## config.mk

```make
export PLATFORM = sky130hd
export DESIGN_NAME = tdm_demux_flat
export DESIGN_NICKNAME = d
export VERILOG_FILES = /design/src/rtl/tdm_demux_if.sv /design/src/rtl/tdm_demux.sv /design/src/flat_wrapper.sv
export SDC_FILE = /design/constraint.sdc
export NUM_CORES = 1
export LEC_CHECK = 0
export BUFFER_PORTS_ARGS = -buffer_cell sky130_fd_sc_hd__buf_4
export CAP_MARGIN = 20
export CORE_ASPECT_RATIO = 0.6
export CORE_MARGIN = 1
export CORE_UTILIZATION = 53
export CTS_CLUSTER_SIZE = 10
export DETAILED_ROUTE_END_ITERATION = 10
export HOLD_SLACK_MARGIN = 0.12
export PLACE_DENSITY = 0.9
export SLEW_MARGIN = 25
export SYNTH_ARGS = -nofsm -noshare
export SYNTH_HDL_FRONTEND = slang
export SYNTH_SLANG_ARGS = --single-unit
```

## constraint.sdc

```tcl
create_clock -name clk -period 6.2 [get_ports clk]
set_clock_uncertainty 0.15 [all_clocks]
set_input_delay 0.31 -clock clk [delete_from_list [all_inputs] [get_ports clk]]
set_output_delay 0.31 -clock clk [all_outputs]
set_load 0.03 [all_outputs]
```

## src/rtl/tdm_demux_if.sv

```systemverilog
// rtl/tdm_demux_if.sv - link-side/channel-side signal bundle for tdm_demux
interface tdm_demux_if #(
  parameter int CHANNELS = 4,
  parameter int WIDTH    = 8
);
  logic [WIDTH-1:0]          din;
  logic                      din_valid;
  logic                      fsync;
  logic [CHANNELS*WIDTH-1:0] ch_data;
  logic [CHANNELS-1:0]       ch_upd;
  logic                      frame_valid;
  logic                      locked;
  logic                      sync_err;

  modport master (
    output din, din_valid, fsync,
    input  ch_data, ch_upd, frame_valid, locked, sync_err
  );

  modport slave (
    input  din, din_valid, fsync,
    output ch_data, ch_upd, frame_valid, locked, sync_err
  );
endinterface

```

## src/rtl/tdm_demux.sv

```systemverilog
// rtl/tdm_demux.sv - TDM slot demultiplexer with HUNT/LOCK framing; TDM_DEMUX_SHADOW_EN selects atomic frame update
module tdm_demux #(
  parameter int CHANNELS = 4,
  parameter int WIDTH    = 8
) (
  input  logic        clk,
  input  logic        rst_n,
  tdm_demux_if.slave  bus
);
  localparam int CW = $clog2(CHANNELS);
  localparam logic [CW-1:0] LAST = CW'(CHANNELS - 1);
  localparam logic [CW-1:0] ONE  = CW'(1);

  typedef enum logic {HUNT = 1'b0, LOCK = 1'b1} state_t;

  state_t                    r_state;
  logic [CW-1:0]             r_cnt;
  logic [CHANNELS*WIDTH-1:0] r_data;
  logic [CHANNELS-1:0]       r_upd;
  logic                      r_fv;
  logic                      r_err;
`ifdef TDM_DEMUX_SHADOW_EN
  logic [WIDTH-1:0]          r_shadow [CHANNELS];
`endif

  logic          w_cap;
  logic          w_err;
  logic          w_done;
  logic [CW-1:0] w_slot;

  // An fsync beat is always written to slot 0, whether it opens or restarts a frame.
  always_comb begin
    w_cap  = 1'b0;
    w_err  = 1'b0;
    w_done = 1'b0;
    w_slot = bus.fsync ? '0 : r_cnt;
    if (bus.din_valid) begin
      if (r_state == HUNT) begin
        w_cap = bus.fsync;
      end else if (r_cnt == '0) begin
        w_cap = bus.fsync;
        w_err = !bus.fsync;
      end else begin
        w_cap  = 1'b1;
        w_err  = bus.fsync;
        w_done = !bus.fsync && (r_cnt == LAST);
      end
    end
  end

  always_ff @(posedge clk or negedge rst_n) begin
    if (!rst_n) begin
      r_state <= HUNT;
      r_cnt   <= '0;
      r_data  <= '0;
      r_upd   <= '0;
      r_fv    <= 1'b0;
      r_err   <= 1'b0;
`ifdef TDM_DEMUX_SHADOW_EN
      for (int c = 0; c < CHANNELS; c++) r_shadow[c] <= '0;
`endif
    end else begin
      r_upd <= '0;
      r_fv  <= w_done;
      r_err <= w_err;

      if (bus.din_valid) begin
        case (r_state)
          HUNT: if (bus.fsync) r_state <= LOCK;
          LOCK: if (r_cnt == '0 && !bus.fsync) r_state <= HUNT;
          default: r_state <= HUNT;
        endcase
      end

      if (w_cap) begin
        if (bus.fsync)          r_cnt <= ONE;
        else if (r_cnt == LAST) r_cnt <= '0;
        else                    r_cnt <= r_cnt + ONE;
      end

`ifdef TDM_DEMUX_SHADOW_EN
      if (w_cap) r_shadow[w_slot] <= bus.din;
      // The last slot bypasses the shadow so the whole frame lands on one edge.
      if (w_done) begin
        for (int c = 0; c < CHANNELS; c++) begin
          r_data[c*WIDTH +: WIDTH] <= (c == CHANNELS - 1) ? bus.din : r_shadow[c];
        end
        r_upd <= '1;
      end
`else
      for (int c = 0; c < CHANNELS; c++) begin
        if (w_cap && w_slot == CW'(c)) begin
          r_data[c*WIDTH +: WIDTH] <= bus.din;
          r_upd[c]                 <= 1'b1;
        end
      end
`endif
    end
  end

  assign bus.ch_data     = r_data;
  assign bus.ch_upd      = r_upd;
  assign bus.frame_valid = r_fv;
  assign bus.sync_err    = r_err;
  assign bus.locked      = (r_state == LOCK);
endmodule

```

## src/flat_wrapper.sv

```systemverilog
// flat-port wrapper written by rule: the top's interface ports become plain ports
module tdm_demux_flat 
#(
  parameter int CHANNELS = 4,
  parameter int WIDTH    = 8
)
  (clk, rst_n, bus_din, bus_din_valid, bus_fsync, bus_ch_data, bus_ch_upd, bus_frame_valid, bus_locked, bus_sync_err);
  tdm_demux_if #(.CHANNELS(CHANNELS), .WIDTH(WIDTH)) bus_i ();
  input  logic clk;
  input  logic rst_n;
  input wire logic [$bits(bus_i.din)-1:0] bus_din;
  input wire logic [$bits(bus_i.din_valid)-1:0] bus_din_valid;
  input wire logic [$bits(bus_i.fsync)-1:0] bus_fsync;
  output wire logic [$bits(bus_i.ch_data)-1:0] bus_ch_data;
  output wire logic [$bits(bus_i.ch_upd)-1:0] bus_ch_upd;
  output wire logic [$bits(bus_i.frame_valid)-1:0] bus_frame_valid;
  output wire logic [$bits(bus_i.locked)-1:0] bus_locked;
  output wire logic [$bits(bus_i.sync_err)-1:0] bus_sync_err;
  assign bus_i.din = bus_din;
  assign bus_i.din_valid = bus_din_valid;
  assign bus_i.fsync = bus_fsync;
  assign bus_ch_data = bus_i.ch_data;
  assign bus_ch_upd = bus_i.ch_upd;
  assign bus_frame_valid = bus_i.frame_valid;
  assign bus_locked = bus_i.locked;
  assign bus_sync_err = bus_i.sync_err;
  tdm_demux #(.CHANNELS(CHANNELS), .WIDTH(WIDTH)) u_core (.clk(clk), .rst_n(rst_n), .bus(bus_i));
endmodule
```

==> results of run 1 <==
-- routing by layer --
layer | wire length [µm] | vias up | global-route usage, %
met5 | 0 | - | 0
met3 | 242 | 6 | 7.366
li1 | - | 478 | -
met2 | 1703 | 52 | 41.11
met1 | 1497 | 522 | 29.79
met4 | 57 | 0 | 10.77
-- cell type report --
class                           instances  share of cell area [%]
Clock buffer                            7                   4.056
Inverter                                6                   1.058
Multi-Input combinational cell         55                   25.63
Sequential cell                        41                   48.21
Tap cell                               42                   2.469
Timing Repair Buffer                   52                   18.58
-- worst max-delay path, stage by stage (launching register included) --
cell      delay (ns)
dfrtp_1         0.47
inv_1           0.14
ha_1            0.28
and4bb_4        0.38
and3_1          0.43
mux2_2          0.40
-- registers in the layout, indices dropped and copies added (netlist names) --
signal,flops
u_core.r_cnt,2
u_core.bus.ch_data,32
u_core.bus.frame_valid,1
u_core.bus.locked,1
u_core.bus.sync_err,1
u_core.bus.ch_upd,4
-- power groups by stage --
stage	sequential [mW]	clock (mW)	combinational, mW
floorplan	0.640	0	0.152
global placement	0.436	0	0.551
detailed placement	0.448	0	0.572
CTS	0.445	0.176	0.574
global route	0.458	0.187	0.602
finish	0.446	0.173	0.571
-- cell usage in the layout, fill, tap and decap left out, types with 2 or more instances in the layout --
| cell type | netlist | final |
|---|---|---|
| inv_1 | 6 | 6 |
| nand2_1 | 3 | 3 |
| nor2_1 | 2 | 2 |
| mux2_2 | 33 | 33 |
| buf_4 | 2 | 50 |
| o21ai_0 | 2 | 2 |
| nor4b_1 | 3 | 3 |
| ha_1 | 3 | 3 |
| dlygate4sd3_1 | 0 | 2 |
| nand3_2 | 2 | 2 |
| clkbuf_8 | 0 | 6 |
| dfrtp_1 | 41 | 41 |
-- final timing paths --
path,end,slack [ns],cells after the start
min reg2reg,u_core.bus.ch_data[21],0.36,1
max,u_core.bus.ch_data[26],3.83,5
min in group asynchronous,u_core.bus.ch_data[18],0.38,2
max in group asynchronous,u_core.bus.ch_data[0],5.18,2
max reg2reg,u_core.bus.ch_data[26],3.83,5
min,u_core.bus.ch_data[24],0.13,2
-- what timing repair did --
item / 4_1_cts / 5_1_grt
hold endpoints to repair: 43 / 0
hold buffers: 2 / 0
endpoints found under the setup margin: 0 / 0
-- through the flow --
| stage | total power, mW | instances | setup WS, ns | hold WS (ns) | area (µm²) |
|---|---|---|---|---|---|
| 6_report | 1.190 | 203 | 3.830 | 0.1261 | 2128 |
| 4_1_cts | 1.195 | 203 | 3.869 | 0.1251 | 2128 |
| 2_1_floorplan | 0.7925 | 105 | 4.224 | -0.1356 | 1620 |
| 3_3_place_gp | 0.9876 | 194 | 4.069 | 0.1460 | 2022 |
| 3_5_place_dp | 1.019 | 194 | 3.889 | 0.1599 | 2022 |
| 5_1_grt | 1.248 | 203 | 3.754 | 0.1264 | 2128 |
-- cell families after synthesis --
group / Yosys count / synth area share [%]
flops: 41 / 63.32
mux: 33 / 22.93
simple gates: 13 / 5.793
buf+inv: 9 / 3.011
compound gates: 5 / 2.085
fa+ha+maj: 3 / 2.317
xor+xnor: 1 / 0.5406
==> metrics.md, run 1 <==
| Metric | Value |
|---|---|
| Post-synthesis cell count | `105` |
| CTS buffer count | `5` |
| Most common library cells after synthesis | `dfrtp_1 (41), mux2_2 (33), inv_1 (6)` |
| Pwr dens | `559.1 mW/mm²` |
| Resized Gates After CTS | `0` |
| Worst EP required | `6.22 ns` |
| Initial DRC count | `85` |
| I/O pins | `51` |
| Post-synthesis sequential area ratio | `63.32%` |
| Syn avg cell area | `15.43 µm²` |
| Sequential Area | `0.001026 mm²` |
| Skew-Pair Late Insertion Delay | `0.29 ns` |
| Netlist cell types | `18` |
| Fill cell count | `214` |
| Pint | `0.7022 mW` |
| Worst IR Drop VDD | `316.1 µV` |
| EDFF count, synth | `0` |
| Area leader, netlist | `dfrtp_1` |
| DR DRC count | `0` |
| Post-CTS Setup Inserts | `0` |
| Slew @ Worst Pin | `0.6051 ns` |
| GPL Wtd Cong | `0.7565` |
| Die W | `73.38 µm` |
| Top fanout value on the critical path | `9` |
| CTS sink count | `41` |
| Hold Vio Cnt, Final | `0` |
| Ranking of synthesized cells by area | `dfrtp_1 (63%), mux2_2 (23%), ha_1 (2.3%)` |
| Clock share of power | `14.5%` |
| Total track usage | `24.36%` |
| Routed WL per cell | `17.24 µm` |
| Hold Crit Class | `input port to register` |
| Min Tclk post-route | `2.370 ns` |
| Die Y | `44.83 µm` |
| HP Start | `bus_din[0]` |
| Starting Density | `56.06%` |
| Synthesized cell area | `0.001620 mm²` |
| CP arrival | `2.39 ns` |
| Root buffer cell | `clkbuf_8` |
| Area grow syn2layout | `31.35%` |
| Largest net degree at the start of global routing | `42` |
| Gr ovfl total | `0` |
| First-pass GRT wire length | `5.464 mm` |
| CTS tree | `done` |
| Die area | `0.003290 mm²` |
| Crit. End Element | `register` |
| Psw | `0.4878 mW` |
| Final HPWL DP | `2.448 mm` |
| FFs w/ async S/R, synth | `100.0%` |
| Post-Route Utilization | `73.64%` |
| CP startpoint | `u_core.r_cnt[0]` |
| Ys flop type | `dfrtp_1` |
| Core ar. | `0.002890 mm²` |
| CP Launch Type | `register` |
| Final setup viols | `0` |
| Count leader, synth | `dfrtp_1` |
| Clock Path Buffers | `2` |
| Sequential power share | `37.5%` |
| RSZ-0062 raised after global routing | `false` |
| Status | `finished clean` |
| Yosys reg bits | `41` |
| DR pass1 iterations | `4` |
| Buffers on Ports | `50` |
| Multi-input logic area | `545.5 µm²` |
| Synth Warn # | `0` |
| Fmax achieved | `0.4220 GHz` |
| MaxCap Viol Count | `0` |
| Post-DRT Antenna Nets | `0` |
| Final period util | `38.22%` |
| # rows | `15` |
| Syn_nets | `120` |
| Top-area cell type share of the netlist area | `63.32%` |
| Layout cells sized above 1 | `57.76%` |
| Relative slew margins | `59.09%` |
| Slew Limit Fails | `0` |
| Fin Setup TNS | `0 ns` |
| Max H-tree Level | `2` |
| Final wirelength | `3.500 mm` |
| Clock-pin slew on the worst setup and hold paths | `0.07 ns` |
| Logic pwr share | `48.0%` |
| Initial antenna violation count | `0` |
| Ant diodes | `0` |
| Kind of critical path | `register to register` |
| Pleak | `1.068 nW` |
| DR vias | `1058` |
| Vias in the first global route | `1035` |
| Switching portion of total power | `40.99%` |
| NumNets Final | `176` |
| Avg Vias per Cell | `5.212` |
| FF-to-FF Start | `u_core.r_cnt[0]` |
Power figures use the tool's default switching activity.
==> run 2: changes to the inputs <==
- CORE_UTILIZATION: 53 -> 49
- PLACE_DENSITY: 0.9 -> 0.85
- clock period: 6.2 -> 2.2 ns (I/O delays scaled with it)
==> run 2 against run 1 <==
Net effect:
- non-clock buffer count rose by 14
- design area rose by 6.0%
- power rose to 2.8 times the previous value
- sequential power rose to 2.8 times the previous value
- largest cell class unchanged
==> metrics.md, run 2 (synthesis gave the netlist of run 1 again) <==
| Metric | Value |
|---|---|
| Slew @ Worst Pin | `0.4946 ns (-0.1106 ns)` |
| Gr ovfl total | `0 (unchanged)` |
| Worst EP required | `2.23 ns (-3.99 ns)` |
| First-pass GRT wire length | `5.278 mm (-3.4%)` |
| FF-to-FF Start | `u_core.r_cnt[1]` |
| Total track usage | `20.97% (-3.4 points)` |
| Slew Limit Fails | `0 (unchanged)` |
| Pwr dens | `1490 mW/mm² (+170%)` |
| Clock Path Buffers | `2 (unchanged)` |
| Relative slew margins | `67.03% (+7.9 points)` |
| Die area | `0.003548 mm² (+7.9%)` |
| Status | `finished clean` |
| Area grow syn2layout | `39.23%` |
| Most frequent cells in the layout | `buf_4 (54), dfrtp_1 (41), mux2_2 (33)` |
| DR DRC count | `0 (unchanged)` |
| Design Power | `3.361 mW (+180%)` |
| Ant diodes | `0 (unchanged)` |
| Final setup viols | `0 (unchanged)` |
| Core ar. | `0.003003 mm² (+3.9%)` |
| Vias in the first global route | `1077 (+4.1%)` |
| Skew-Pair Late Insertion Delay | `0.29 ns (about the same)` |
| CP startpoint | `u_core.r_cnt[1]` |
| DR vias | `1115 (+5.4%)` |
| Worst IR Drop VDD | `887.7 µV (+180%)` |
| Top fanout value on the critical path | `6 (-3)` |
| Final HPWL DP | `2.397 mm (-2.1%)` |
| CTS tree | `done` |
| Crit. End Element | `register` |
| Initial antenna violation count | `0 (unchanged)` |
| Routed WL per cell | `16.01 µm (-7.1%)` |
| Fill cell count | `211 (-1.4%)` |
| Hold Crit Class | `input port to async pin` |
| Post-Route Utilization | `75.13% (+1.5 points)` |
| MaxCap Viol Count | `0 (unchanged)` |
| Multi-input logic area | `546.8 µm² (+0.23%)` |
| CP Launch Type | `register` |
| Fmax achieved | `0.4762 GHz (+13%)` |
| NumNets Final | `190 (+8.0%)` |
| Pleak | `1.131 nW (+5.9%)` |
| Min Tclk post-route | `2.100 ns (-0.2697 ns)` |
| Starting Density | `53.96% (-2.1 points)` |
| Commonest non-fill, non-tap cell in the layout | `buf_4` |
| Buffers on Ports | `50 (unchanged)` |
| Worst Hold Slack | `0.1767 ns (+0.05062 ns)` |
| Die W | `76.24 µm (+3.9%)` |
| Final period util | `95.45% (+57 points)` |
| Post-DRT Antenna Nets | `0 (unchanged)` |
| CTS sink count | `41 (unchanged)` |
| DR pass1 iterations | `2 (-2)` |
| Sequential Area | `0.001026 mm² (unchanged)` |
| CTS buffer count | `5 (unchanged)` |
| GPL Wtd Cong | `0.8044 (+6.3%)` |
| Root buffer cell | `clkbuf_8` |
| Final Cell Area | `0.002256 mm² (+6.0%)` |
| Die Y | `46.54 µm (+3.8%)` |
| CP arrival | `2.13 ns (-0.26 ns)` |
| I/O pins | `51 (unchanged)` |
| Avg Vias per Cell | `5.115 (-1.9%)` |
| Number of flip-flops under the largest register name | `32 (unchanged)` |
| Layout cells sized above 1 | `56.25% (-1.5 points)` |
| Initial DRC count | `31 (-64%)` |
| Placed cell areas | `0.002037 mm² (+0.74%)` |
| RSZ-0062 raised after global routing | `false` |
| Largest net degree at the start of global routing | `42 (unchanged)` |
| Clock-pin slew on the worst setup and hold paths | `0.07 ns (about the same)` |
| Final wirelength | `3.490 mm (-0.29%)` |
| # rows | `15 (unchanged)` |
| Kind of critical path | `register to register` |
| Max H-tree Level | `2 (unchanged)` |
| Hold Vio Cnt, Final | `0 (unchanged)` |
run 2: cell count changes in the layout (fill, tap and decap cells not counted):
cell | before | now
clkinv_2 | 0 | 2
and3_1 | 1 | 0
and3_2 | 0 | 1
clkbuf_8 | 6 | 5
buf_4 | 50 | 54
dlygate4sd3_1 | 2 | 12
run 2: power by group:
group	switching [mW]	total [mW]	internal, mW
Clock	0.241	0.460	0.220
Sequential	0.181	1.24	1.06
Combinational	0.950	1.66	0.713
Total	1.37	3.36	1.99
run 2: layout make-up:
type,instances,share of cell area (%)
timing repair buffer,66,23.29
clock inverter,2,0.4437
clock buffer,6,3.217
multi-input combinational,55,24.24
sequential,41,45.48
inverter,6,0.9983
tap,42,2.329
run 2: per-layer routing:
layer | global-route usage, % | share of wire [%] | wire length, µm
met3 | 6.337 | 5.5 | 191
met5 | 0 | 0 | 0
met4 | 10.38 | 2.0 | 69
met2 | 35.50 | 48 | 1680
met1 | 25.48 | 44 | 1548
run 2: stage by stage:
stage	setup TNS, ns	instances	worst slack, ns
floorplan	0	105	0.2239
global placement	0	196	0.1374
detailed placement	-0.04956	196	-0.01120
CTS	0	216	0.07928
global route	0	218	0.01247
finish	0	218	0.1000
run 2: path summary, 6_finish.rpt:
kind	to	slack, ns	cells past startpoint
worst max-delay path	u_core.bus.ch_data[7]	0.10	7
worst max register to register	u_core.bus.ch_data[7]	0.10	7
min in group clk	u_core.bus.ch_data[2]	0.36	1
worst min register to register	u_core.bus.ch_data[2]	0.36	1
max in group asynchronous	u_core.bus.ch_data[5]	1.37	2
worst min-delay path	u_core.bus.ch_data[10]	0.18	2
run 2: what timing repair did:
item,CTS,global route
setup endpoints to repair,7,7
cloned,0,0
setup buffers,0,2
hold buffers,12,0
hold endpoints to repair,79,0
pin swaps,0,1
gates resized for setup,1,0
run 2: worst max-delay path, stage by stage (launching register included):
cell and delay, ns:
dfrtp_1 0.43, inv_1 0.13, ha_1 0.21, buf_4 0.14, nor4b_1 0.36, o21ai_2 0.12
buf_4 0.18, mux2_2 0.27
